File: src/rtl/matmul_2x2_arb_ctrl.sv
// Round-robin front end for the shared 2x2 matrix-multiply engine: accepts one
// job at a time from two requesters, sequences the engine and returns C to the owner.
module matmul_2x2_arb_ctrl #(
    parameter int DATA_W      = 8,
    parameter int ACC_W       = 32,
    parameter int TIMEOUT_CYC = 64,
    parameter int CNT_W       = 16
) (
    input  logic                clk,
    input  logic                rst_n,
    input  logic                req0_valid,
    output logic                req0_ready,
    input  logic [4*DATA_W-1:0] req0_a,
    input  logic [4*DATA_W-1:0] req0_b,
    output logic                rsp0_valid,
    input  logic                rsp0_ready,
    output logic [4*ACC_W-1:0]  rsp0_c,
    output logic                rsp0_err,
    input  logic                req1_valid,
    output logic                req1_ready,
    input  logic [4*DATA_W-1:0] req1_a,
    input  logic [4*DATA_W-1:0] req1_b,
    output logic                rsp1_valid,
    input  logic                rsp1_ready,
    output logic [4*ACC_W-1:0]  rsp1_c,
    output logic                rsp1_err,
    output logic                eng_start,
    output logic [4*DATA_W-1:0] eng_a,
    output logic [4*DATA_W-1:0] eng_b,
    input  logic [4*ACC_W-1:0]  eng_c,
    input  logic                eng_done,
    output logic                busy,
    output logic [CNT_W-1:0]    jobs_done
);

    localparam int TO_W = $clog2(TIMEOUT_CYC);
    localparam logic [TO_W-1:0] TO_LAST = TO_W'(TIMEOUT_CYC - 1);

    typedef enum logic [1:0] {
        S_IDLE  = 2'd0,
        S_ISSUE = 2'd1,
        S_WAIT  = 2'd2,
        S_RESP  = 2'd3
    } state_t;

    state_t                state_q, state_d;
    logic [4*DATA_W-1:0]   a_q, a_d;
    logic [4*DATA_W-1:0]   b_q, b_d;
    logic [4*ACC_W-1:0]    res_q, res_d;
    logic                  err_q, err_d;
    logic                  owner_q, owner_d;
    logic                  last_grant_q, last_grant_d;
    logic [TO_W-1:0]       cnt_q, cnt_d;
    logic [CNT_W-1:0]      jobs_q, jobs_d;
    logic                  winner1;
    logic                  owner_rsp_ready;

    // Requester 1 wins when alone, or on a tie when requester 0 was granted last.
    assign winner1    = req1_valid & (~req0_valid | ~last_grant_q);
    assign req0_ready = (state_q == S_IDLE) & req0_valid & ~winner1;
    assign req1_ready = (state_q == S_IDLE) & req1_valid & winner1;

    assign owner_rsp_ready = owner_q ? rsp1_ready : rsp0_ready;

    always_comb begin
        state_d      = state_q;
        a_d          = a_q;
        b_d          = b_q;
        res_d        = res_q;
        err_d        = err_q;
        owner_d      = owner_q;
        last_grant_d = last_grant_q;
        cnt_d        = cnt_q;
        jobs_d       = jobs_q;
        eng_start    = 1'b0;
        unique case (state_q)
            S_IDLE: begin
                if (req0_ready | req1_ready) begin
                    a_d          = winner1 ? req1_a : req0_a;
                    b_d          = winner1 ? req1_b : req0_b;
                    owner_d      = winner1;
                    last_grant_d = winner1;
                    state_d      = S_ISSUE;
                end
            end
            S_ISSUE: begin
                eng_start = 1'b1;
                cnt_d     = '0;
                state_d   = S_WAIT;
            end
            S_WAIT: begin
                if (eng_done) begin
                    res_d   = eng_c;
                    err_d   = 1'b0;
                    state_d = S_RESP;
                end else if (cnt_q == TO_LAST) begin
                    res_d   = '0;
                    err_d   = 1'b1;
                    state_d = S_RESP;
                end else begin
                    cnt_d = cnt_q + 1'b1;
                end
            end
            S_RESP: begin
                if (owner_rsp_ready) begin
                    jobs_d  = jobs_q + 1'b1;
                    state_d = S_IDLE;
                end
            end
            default: state_d = S_IDLE;
        endcase
    end

    always_ff @(posedge clk or negedge rst_n) begin
        if (!rst_n) begin
            state_q      <= S_IDLE;
            a_q          <= '0;
            b_q          <= '0;
            res_q        <= '0;
            err_q        <= 1'b0;
            owner_q      <= 1'b0;
            last_grant_q <= 1'b1;
            cnt_q        <= '0;
            jobs_q       <= '0;
        end else begin
            state_q      <= state_d;
            a_q          <= a_d;
            b_q          <= b_d;
            res_q        <= res_d;
            err_q        <= err_d;
            owner_q      <= owner_d;
            last_grant_q <= last_grant_d;
            cnt_q        <= cnt_d;
            jobs_q       <= jobs_d;
        end
    end

    assign eng_a      = a_q;
    assign eng_b      = b_q;
    assign busy       = (state_q != S_IDLE);
    assign jobs_done  = jobs_q;
    assign rsp0_valid = (state_q == S_RESP) & ~owner_q;
    assign rsp1_valid = (state_q == S_RESP) & owner_q;
    assign rsp0_c     = owner_q ? '0 : res_q;
    assign rsp1_c     = owner_q ? res_q : '0;
    assign rsp0_err   = ~owner_q & err_q;
    assign rsp1_err   = owner_q & err_q;

endmodule

File: config.mk
export PLATFORM = sky130hd
export DESIGN_NAME = matmul_2x2_arb_ctrl
export DESIGN_NICKNAME = d
export VERILOG_FILES = /design/src/rtl/matmul_2x2_arb_ctrl.sv
export SDC_FILE = /design/constraint.sdc
export NUM_CORES = 1
export LEC_CHECK = 0
export CAP_MARGIN = 20
export CORE_AREA = 2 2 239 241
export DETAILED_ROUTE_END_ITERATION = 12
export DIE_AREA = 0 0 241 243
export SLEW_MARGIN = 20
export SYNTH_ARGS = -nofsm -noshare
export SYNTH_HDL_FRONTEND = slang
export SYNTH_SLANG_ARGS = --single-unit
File: constraint.sdc
create_clock -name clk -period 1.7 [get_ports clk]
set_input_delay 0.17 -clock clk [delete_from_list [all_inputs] [get_ports clk]]
set_output_delay 0.17 -clock clk [all_outputs]
set_load 0.05 [all_outputs]
==> impl_metrics.ini <==
[run_status]
failed_checks = setup timing
outcome = finished, violations left

[synth]
yosys.area_share.adder = 0.00790
syn_inst = 1247
synthSimpleGateAreaFrac = 0.336
synth.cell_area_sq_um = 11100
syn_area_per_cell_sq_um = 8.89
yosys_most_used_dff = dfrtp_1
synthXorXnorAreaFrac = 0.0126
synth_nets = 1517
synth_compound_area_frac = 0.0417
yosysTopAreaCellShare = 0.492
synth_edf_count = 0
yosys_warnings = 0
synth_cell_type_count = 41
ys_seq_area_frac = 0.495
synth_top_family_by_area = simple AND/OR/NAND/NOR gates
netlist_top_cells_area = dfrtp_1, nand2_1, and2_1
yosys.area.top_type = dfrtp_1
synthMuxAreaShare = 0.0624
ys_ff_latch = 219
synthArstFlopShare = 1.00

[setup_path]
arrival_ns = 1.87
r2r_setup_slack_ns = -0.15
crit_required_ns = 1.53
cp_max_fo = 25
end_kind = output pin
criticalPathCategory = reg2out
startpoint_type = register

[finish]
fillerInstances = 5292
stdcell_count = 2684
num_antenna_cells = 0
most-common-layout-cells = nand2_1, buf_12, clkdlybuf4s50_1, dfrtp_1, buf_4
final_common_cell = nand2_1
final_layout_size_suffix_gt1_frac = 0.363
fin_area_sq_um = 23600
nNetsFinal = 2181
synthToLayoutAreaGrowth_pct = 113

[power]
p_leak_nw = 10.9
swShare = 0.469
vdd.ir_drop.worst_v = 0.000954
power.density_nw_per_um2 = 2200
p_seq_frac = 0.182
internal-power_w = 0.0276
switching_power_w = 0.0244
pwr-share-comb = 0.713
clkPwrFrac = 0.105

[clock_tree]
cts_tree = built
root_buffer = clkbuf_16
clkTransAtPathRegs_ns = 0.05
cts_inserted_buffers = 27
htreeDepth = 1
cts.sinks = 219
cts_buffer_depth = 3
clk_latency_ns = 0.55

[detailed_routing]
wl_met3_um = 4420
wl_met1_um = 18900
drc = 0
viasPerCell = 4.26
routed.top_layer = met4
met2_length_um = 25500
avgRoutedWirePerCell_um = 18.6
drt-pass1-iter-count = 5
drt_iter0_drc = 368
totalWireLength_um = 50000
ant_nets = 0
via_count = 11437

[timing]
finalHoldWorstSlack_ns = 0.149
maxSlewViolCount = 0
hold_viol_final = 0
setup_ws_ns = -0.339
fin_crit_sh = 1.20
fmax_ghz = 0.491
skew_ns = 0.00828
finalSetupViolCount = 266
maxSlewHeadroom = 0.648
worstMarginPinSlew_ns = 0.528
period_minus_slack_ns = 2.04
rsz0062_at_grt = yes

[global_routing]
antenna_found_initial = 3
grt_usage = 0.155
overflow = 0
grt_max_degree = 103
grt_pass1_wl_um = 70100
grt_pass1_vias = 11504

[hold_path]
holdCritPathClass = in2async

[run]
drv_cap = 0

[floorplanning]
die_h_um = 243
fp.coreArea_sq_um = 56000
dieArea_sq_um = 58600
chipWidth_um = 241
row_count = 87
initial_utilization = 0.198
ios = 607

[placed_design]
hpwl_um = 36400
placed_area_sq_um = 21000
placed_cells = 2597
pre_cts_ws_ns = -0.0458
io_buffer_count = 606
place_congestion = 0.865
-- power by group through the flow --
stage | Sequential, W | Clock (W) | Combinational, W
floorplan | 0.0114 | 0 | 0.0147
global placement | 0.00919 | 0 | 0.0332
detailed placement | 0.00927 | 0 | 0.0334
CTS | 0.00932 | 0.00567 | 0.0351
global route | 0.00972 | 0.00585 | 0.0387
finish | 0.00943 | 0.00548 | 0.0370
-- metal layers --
layer	GRT usage	vias up
met1	0.179	5497
met3	0.0442	67
met5	0	-
met2	0.276	500
met4	0.0410	0
li1	-	5373
-- logic make-up (layout without fill, tap and decap cells) --
kind of cell,after synthesis,count (layout)
simple gates,754,754
flops,219,219
buf+inv,99,780
compound gates,84,84
mux,68,68
xor+xnor,16,16
fa+ha+maj,7,7
-- cell usage after synthesis (2+ instances only) --
cell type	instances
a21o_1	2
and3b_1	2
nand3_1	135
clkbuf_1	45
o211ai_1	2
nand4_1	6
and4_1	3
mux2i_1	64
a31oi_1	3
inv_1	5
a21oi_2	2
a21oi_1	2
nor2b_1	130
mux2_2	2
and3_1	2
xnor2_1	13
buf_6	7
dfrtp_1	218
o21ai_0	28
ha_1	7
buf_4	13
buf_2	21
nand2_1	331
and2_1	133
buf_1	8
nor2_1	6
o21ai_1	40
xor2_1	3
nor3_1	2
-- critical path, stage by stage, from the launching register on --
cell and delay, ns:
dfrtp_4 0.54, buf_4 0.17, buf_4 0.14, buf_16 0.17
and2_4 0.16, buf_12 0.14
-- registers in the layout (all words and copies together) (netlist names) --
register / flops
cnt_q: 6
eng_a: 32
eng_b: 32
err_q: 1
jobs_done: 16
last_grant_q: 1
owner_q: 1
res_q: 128
state_q: 2
-- through the flow --
stage                     power (W)  setup TNS [ns]  utilization
final                        0.0520          -69.37        0.421
after detailed placement     0.0427         -0.0808        0.375
after global placement       0.0423               0        0.375
after floorplan              0.0261           -2.38            -
after global routing         0.0543          -82.29        0.421
after CTS                    0.0501         -103.05        0.401
-- final timing paths --
path	start	cells past startpoint	endpoint
max	owner_q	5	rsp1_c[20]
min	rst_n	2	owner_q
max reg2reg	owner_q	6	state_q[1]
min reg2reg	eng_b[5]	2	eng_b[5]
max in group asynchronous	rst_n	3	res_q[126]
min in group clk	eng_c[97]	3	res_q[97]
-- timing repair --
item | in CTS | in global routing
endpoints found under the setup margin | 297 | 421
hold buffers | 1 | 0
setup buffers | 10 | 17
resized for setup | 139 | 216
endpoints found under the hold margin | 194 | 0
pin swaps | 1 | 5
gates cloned | 4 | 11
-- final cells by class --
type | count | area [sq um] | area share
clock buffer | 41 | 778 | 0.0330
clock inverter | 5 | 53.8 | 0.00228
inverter | 5 | 21.3 | 0.000902
multi-input combinational | 929 | 6220 | 0.264
sequential | 219 | 5490 | 0.233
tap | 756 | 946 | 0.0401
timing repair buffer | 729 | 10100 | 0.427
Power figures use the tool's default switching activity.
